$ cat config.mk
export PLATFORM = sky130hd
export DESIGN_NAME = serial_pattern_tx
export DESIGN_NICKNAME = d
export VERILOG_FILES = /design/src/rtl/serial_pattern_tx.sv
export SDC_FILE = /design/constraint.sdc
export NUM_CORES = 1
export LEC_CHECK = 0
export CAP_MARGIN = 5
export CORE_ASPECT_RATIO = 0.7
export CORE_MARGIN = 1.5
export CORE_UTILIZATION = 29
export CTS_BUF_LIST = sky130_fd_sc_hd__clkbuf_16
export DETAILED_ROUTE_END_ITERATION = 10
export DONT_BUFFER_PORTS = 1
export GPL_TIMING_DRIVEN = 0
export PLACE_DENSITY = 0.42
export SLEW_MARGIN = 40
export SYNTH_ARGS = -nofsm -noshare
export SYNTH_HDL_FRONTEND = slang
export SYNTH_SLANG_ARGS = --single-unit
$ cat constraint.sdc
create_clock -name CLOCK -period 2.33 [get_ports CLOCK]
set_input_delay 0.3495 -clock CLOCK [delete_from_list [all_inputs] [get_ports CLOCK]]
set_output_delay 0.3495 -clock CLOCK [all_outputs]
set_load 0.1 [all_outputs]
$ cat src/rtl/serial_pattern_tx.sv
// serial_pattern_tx: MSB-first parallel-to-serial transmitter with a saturating 011 counter
module serial_pattern_tx #(
    parameter int   WIDTH      = 8,
    parameter int   LEN_W      = 4,
    parameter logic IDLE_LEVEL = 1'b1
) (
    input  logic             CLOCK,
    input  logic             RESET,
    input  logic [WIDTH-1:0] LOAD_DATA,
    input  logic [LEN_W-1:0] LOAD_LEN,
    input  logic             START,
    output logic             READY,
    output logic             X,
    output logic             X_VALID,
    output logic             DONE,
    output logic [7:0]       PATTERN_COUNT,
    output logic [1:0]       CurrentState
);
    typedef enum logic [1:0] {S_IDLE = 2'b00, S_SHIFT = 2'b01, S_DONE = 2'b10, S_BAD = 2'b11} state_t;
    state_t           state;
    logic [WIDTH-1:0] shreg;
    logic [LEN_W-1:0] remaining;
    logic [1:0]       hist;
    logic [LEN_W-1:0] eff_len;
    assign CurrentState = state;
    // Requested lengths above WIDTH are clamped to a full word
    always_comb eff_len = (LOAD_LEN > LEN_W'(WIDTH)) ? LEN_W'(WIDTH) : LOAD_LEN;
    // Frame FSM; the first bit is driven at the capture edge, remaining counts bits still to send
    always_ff @(posedge CLOCK) begin
        if (RESET) begin
            state         <= S_IDLE;
            shreg         <= '0;
            remaining     <= '0;
            hist          <= 2'b11;
            X             <= IDLE_LEVEL;
            X_VALID       <= 1'b0;
            DONE          <= 1'b0;
            READY         <= 1'b1;
            PATTERN_COUNT <= 8'd0;
        end else begin
            case (state)
                S_IDLE: begin
                    if (START && LOAD_LEN != '0) begin
                        state     <= S_SHIFT;
                        X         <= LOAD_DATA[WIDTH-1];
                        X_VALID   <= 1'b1;
                        READY     <= 1'b0;
                        shreg     <= LOAD_DATA << 1;
                        remaining <= eff_len - 1'b1;
                        hist      <= {1'b1, LOAD_DATA[WIDTH-1]};
                    end
                end
                S_SHIFT: begin
                    if (remaining == '0) begin
                        state   <= S_DONE;
                        X       <= IDLE_LEVEL;
                        X_VALID <= 1'b0;
                        DONE    <= 1'b1;
                    end else begin
                        X         <= shreg[WIDTH-1];
                        shreg     <= shreg << 1;
                        remaining <= remaining - 1'b1;
                        hist      <= {hist[0], shreg[WIDTH-1]};
                        if (hist == 2'b01 && shreg[WIDTH-1] && PATTERN_COUNT != 8'hFF)
                            PATTERN_COUNT <= PATTERN_COUNT + 8'd1;
                    end
                end
                default: begin
                    state   <= S_IDLE;
                    X       <= IDLE_LEVEL;
                    X_VALID <= 1'b0;
                    DONE    <= 1'b0;
                    READY   <= 1'b1;
                end
            endcase
        end
    end
endmodule
# ---- Word-level counts from Yosys, hierarchy flattened
# Cells that the tools add are included.
dict set report totals {
  ff_bits 28
  out_inout_bits 14
  elab_cells 57
}
dict set report op_classes {
  add_sub_neg 3
  magnitude_cmp 1
  eq_ne 6
  muxes 23
  n_bitwise 3
  n_reduce_logical 12
}
# operator count
set op_table {}
lappend op_table {{8-bit 2-to-1 mux} 2}
lappend op_table {{8-bit case mux with 2 select lines} 1}
lappend op_table {{4-bit 2-to-1 mux} 3}
lappend op_table {{8-bit by 1-bit adder with 8-bit output, second input constant} 1}
lappend op_table {{2-bit 2-to-1 mux} 4}
lappend op_table {{8-bit != test, second input constant} 1}
lappend op_table {{1-bit case mux with 2 select lines} 4}
lappend op_table {{2-bit case mux with 2 select lines} 2}
lappend op_table {{4-bit case mux with 2 select lines} 1}
lappend op_table {{4-bit by 1-bit subtractor with 4-bit output, second input constant} 2}
lappend op_table {{1-bit 2-to-1 mux} 6}
lappend op_table {{2-bit != test, second input constant} 3}
lappend op_table {{2-bit AND reduction} 3}
lappend op_table {{3-bit AND reduction} 2}
lappend op_table {{2-bit by 1-bit equality test with 1-bit output, second input constant} 2}
lappend op_table {{4-bit greater-than comparator, second input constant} 1}
lappend op_table {{4-bit logical NOT} 1}
lappend op_table {{4-bit nonzero test} 1}
lappend op_table {{1-bit logical AND} 3}
lappend op_table {{1-bit inverter} 3}
lappend op_table {{2-bit logical NOT} 1}
lappend op_table {{2-bit nonzero test} 1}

# ---- Logic depth before layout (Yosys ltp)
dict set report logic_depth {
  ltp_word 5
  depth_mapped 6
  depth_no_buf 5
}

# ---- Least setup slack after synthesis
# OpenSTA, ideal clock, no wires.
dict set report synth_path {
  path_kind {flip-flop to flip-flop}
  startpoint {register PATTERN_COUNT[0]}
  endpoint {register PATTERN_COUNT[5]}
  setup_time_ns 0.123
  arrival_ns 2.290
  required_ns 2.207
  setup_slack_ns -0.084
  path_stages_with_launch 7
  path_buffers 1
  path_cell_list {dfxtp_1 ha_1 and2_4 a311o_1 buf_4 nor4_4 mux2_1}
}
dict set report synth_via {
  elab_chain_cells 3
}
# item line
set synth_lines {}
lappend synth_lines {{start, declared} 16} ;# output logic [7:0] PATTERN_COUNT,
lappend synth_lines {{start signal, assigned} 65} ;# PATTERN_COUNT <= PATTERN_COUNT + 8'd1;
lappend synth_lines {{parallel branches: the longest is 3 deep, another holds 8-bit by 1-bit adder with 8-bit output} n/a}
# Parallel ways; which one is timed is not known.
# A chain may end at the register's enable or synchronous reset.

# ---- Final worst setup path
# Same ends and word-level chain as after synthesis.

==> flow_metrics.tcl <==
set metrics [dict create \
    vias_per_cell 5.22 \
    routed_wirelength_normalized_by_instance_count_um 14.8 \
    setup.worst_path.start_class "flip-flop" \
    yosys-top-cells-count "dfxtp_1 (26), nor2_1 (21), nand2_1 (17)" \
    cp_max_fo 10 \
    dpl_cell_area_sq_mm 0.00140 \
    power-per-cell-area_mw_per_mm2 872 \
    worstReg2RegStart "PATTERN_COUNT[0]" \
    synth_area_leader_cell "dfxtp_1" \
    cts_root_buf "clkbuf_16" \
    core_util_final_pct 34.7 \
    cts_buffers 3 \
    crit_path_cell_chain "ha_1, and2_4, a311o_1, buf_4, nor4_4, mux2_1" \
    ys_async_sr_fraction_pct 0 \
    result_of_the_run "finished clean" \
    clk_pin_slew_ns 0.07 \
    vdd_ir_drop_max_mv 0.450 \
    clkLatencyLatePin_ns 0.26 \
    cts-root-to-sink-buffers 2 \
    synth_most_common_cell "dfxtp_1" \
    setup_viol_count_final 0 \
    setup_ws_ns 0.146 \
    drt_iter0_drc 51 \
    power.leakage_nw 0.564 \
    antennaDiodeCount 0 \
    start_util_pct 30.3 \
    worst-r2r-setup-slack_ns 0.15 \
    hold_path.class "in2reg" \
    die_width_um 83.6 \
    design.portCount 29 \
    drv.max_cap_violation_count 0 \
    fin_nets 172 \
    dominantRegCellSynth "dfxtp_1" \
    post-route-min-period_ns 2.18 \
    preCtsSetupSlack_ns 0.0571 \
    critical_path.slowest_cell "dfxtp_4" \
    share_of_synthesized_area_occupied_by_flip_flops_and_latches_pct 39.5 \
    filler_cell_count 462 \
    route.final.wire_length_um 3110 \
    worst-endpoint-arrival_ns 2.33 \
    first_pass_grt_wire_length_um 5170 \
    r2r_worst_path_depth 6 \
    final.setup_skew_ns 0.00195 \
    dpl.hpwl_um 2330 \
    timing.critical_path.buf_inv 1 \
    global_route.usage.total_pct 13.3 \
    drt_pre_antenna_iters 4 \
    drive_gt1_share_pct 20.0 \
    max_clock_freq_ghz 0.458 \
    total_count_of_max_transition_violations_in_the_final_report 0 \
    post_synth_main_area_contributors "dfxtp_1 (40%), nor2_1 (6.0%), nand2_1 (4.8%), a21oi_1 (4.6%), a311oi_1 (4.0%)" \
    cp_data_required_time_ns 2.47 \
    cp-startpoint "PATTERN_COUNT[0]" \
    worst_slew_pin_slew_ns 0.607 \
    placementRows 20 \
    syn-cell-area_sq_mm 0.00132 \
    fp.coreArea_sq_mm 0.00435 \
    place.gp.congestion 0.754 \
    remaining_design_rule_violation_count 0 \
    antenna_found_initial 0 \
    final_hold_viol_count 0 \
    cts_tree "built" \
    area_added_between_synthesis_and_finish_pct 14.8 \
    antenna_left 0 \
    yosys_warnings 0 \
    maximum_number_of_pins_on_one_net_before_global_route_repair 16 \
    capture_point_of_the_worst_path "PATTERN_COUNT[5]" \
    post-route-period-util_pct 93.7 \
    netlist.area_leader.share_pct 39.5 \
    placement.io_buffers 0 \
    max-slew-margin-rel_pct 59.6 \
    syn_inst 151 \
    p_total_mw 1.32 \
    grt_setup_unrepaired "false" \
    unique_cell_type_count_in_the_yosys_netlist 48 \
    num_clock_sinks 26 \
    synth_nets 167 \
    via_count 1096 \
    clock_tree.htree_level_count 1 \
    grt_pass1_vias 1017 \
    regToRegEndpoint "PATTERN_COUNT[5]" \
    critPathMaxStageDelay_ns 0.46 \
    worst_setup_path_end_kind "flip-flop" \
    die_area_sq_mm 0.00496 \
    die_h_um 59.4 \
    critical_path_cell_count 6 \
    worst-setup-path-type "reg2reg" \
    critPathTopFamily "flip-flops" \
    finish.instance_area_sq_mm 0.00151 \
    postSynthRegisterBits 26 \
    synth.avg_cell_area_sq_um 8.73 \
    grt_overflow 0 \
    synth-edff-count 0 \
]
flip-flops by register name (all words and copies together) (netlist names):
name / flops
remaining: 4
X_VALID: 1
X: 1
hist: 2
CurrentState: 1
DONE: 1
shreg: 7
READY: 1
PATTERN_COUNT: 8
through the flow:
stage | setup TNS (ns) | hold slack, ns | instances
floorplan | 0 | 0.452 | 151
global placement | -0.0657 | 0.464 | 206
detailed placement | 0 | 0.477 | 206
CTS | 0 | 0.242 | 210
global route | 0 | 0.239 | 210
finish | 0 | 0.249 | 210
what timing repair did:
action                     4_1_cts  5_1_grt
setup endpoints to repair        0        1
buffers inserted                 0        0
gates resized for setup          0        2
hold buffers                     0        0
cell type report:
type / count / area [sq um] / area share (%)
multi-input cells: 112 / 713 / 47.1
inverters: 4 / 15.0 / 0.993
flip-flops and latches: 26 / 542 / 35.8
clock buffers: 3 / 75.1 / 4.96
clock inverters: 1 / 30.0 / 1.99
plain buffers: 9 / 68.8 / 4.55
well taps: 55 / 68.8 / 4.55
placed cells by master (no fill, tap or decap), types with 2 or more instances in the layout:
| cell | instances |
|---|---|
| nor2_1 | 21 |
| nand2_1 | 17 |
| dfxtp_1 | 13 |
| a21oi_1 | 12 |
| dfxtp_2 | 11 |
| a311oi_1 | 6 |
| o31ai_1 | 5 |
| or4_1 | 5 |
| o21ai_1 | 4 |
| inv_1 | 4 |
| clkbuf_1 | 3 |
| o21bai_1 | 3 |
| clkbuf_16 | 3 |
| dfxtp_4 | 2 |
| nand2_2 | 2 |
| buf_4 | 2 |
| o21ai_0 | 2 |
| or3_1 | 2 |
| nand4_1 | 2 |
| nand2b_1 | 2 |
| nor3_1 | 2 |
| a211o_1 | 2 |
logic make-up (layout without fill, tap and decap cells):
group / count (synthesis) / after routing / share of synthesized area, %
and+or+nand+nor: 65 / 65 / 26.0
AOI/OAI and AO/OA: 43 / 43 / 25.0
DFF: 26 / 26 / 39.5
buffers and inverters: 13 / 17 / 6.36
xor gates and xnor gates: 2 / 2 / 1.33
adders and majority gates: 1 / 1 / 0.950
muxes: 1 / 1 / 0.855
per-layer routing:
metal | up-vias | track usage, % | part of all wire (%)
met2 | 19 | 20.4 | 41
li1 | 562 | - | -
met5 | - | 0 | 0
met3 | 2 | 3.90 | 4.1
met1 | 513 | 18.6 | 54
met4 | 0 | 2.81 | 0.58
worst register-to-register path, delay by kind of cell, from the launching register on:
| kind | cells | cell delay [ns] |
|---|---|---|
| AND/OR/NAND/NOR | 2 | 0.39 |
| flip-flops | 1 | 0.46 |
| AO/OA/AOI/OAI | 1 | 0.42 |
| adder cells (fa/ha/maj) | 1 | 0.26 |
| multiplexers | 1 | 0.34 |
| buffers and inverters | 1 | 0.21 |
report_power, final:
group | leakage [nW] | internal [mW] | total, mW | switching [mW]
clock | 0.0511 | 0.342 | 0.495 | 0.154
combinational | 0.294 | 0.0901 | 0.231 | 0.141
sequential | 0.218 | 0.485 | 0.593 | 0.108
worst min path at each step:
stage                  from  endpoint  cells past startpoint
2_1_floorplan      shreg[1]  shreg[2]                      2
3_3_place_gp       shreg[5]  shreg[6]                      2
3_5_place_dp       shreg[6]  shreg[7]                      2
4_1_cts        LOAD_DATA[2]  shreg[3]                      2
5_1_grt        LOAD_DATA[2]  shreg[3]                      2
6_report       LOAD_DATA[2]  shreg[3]                      2
Note: power is estimated with default switching activity, not from simulation.
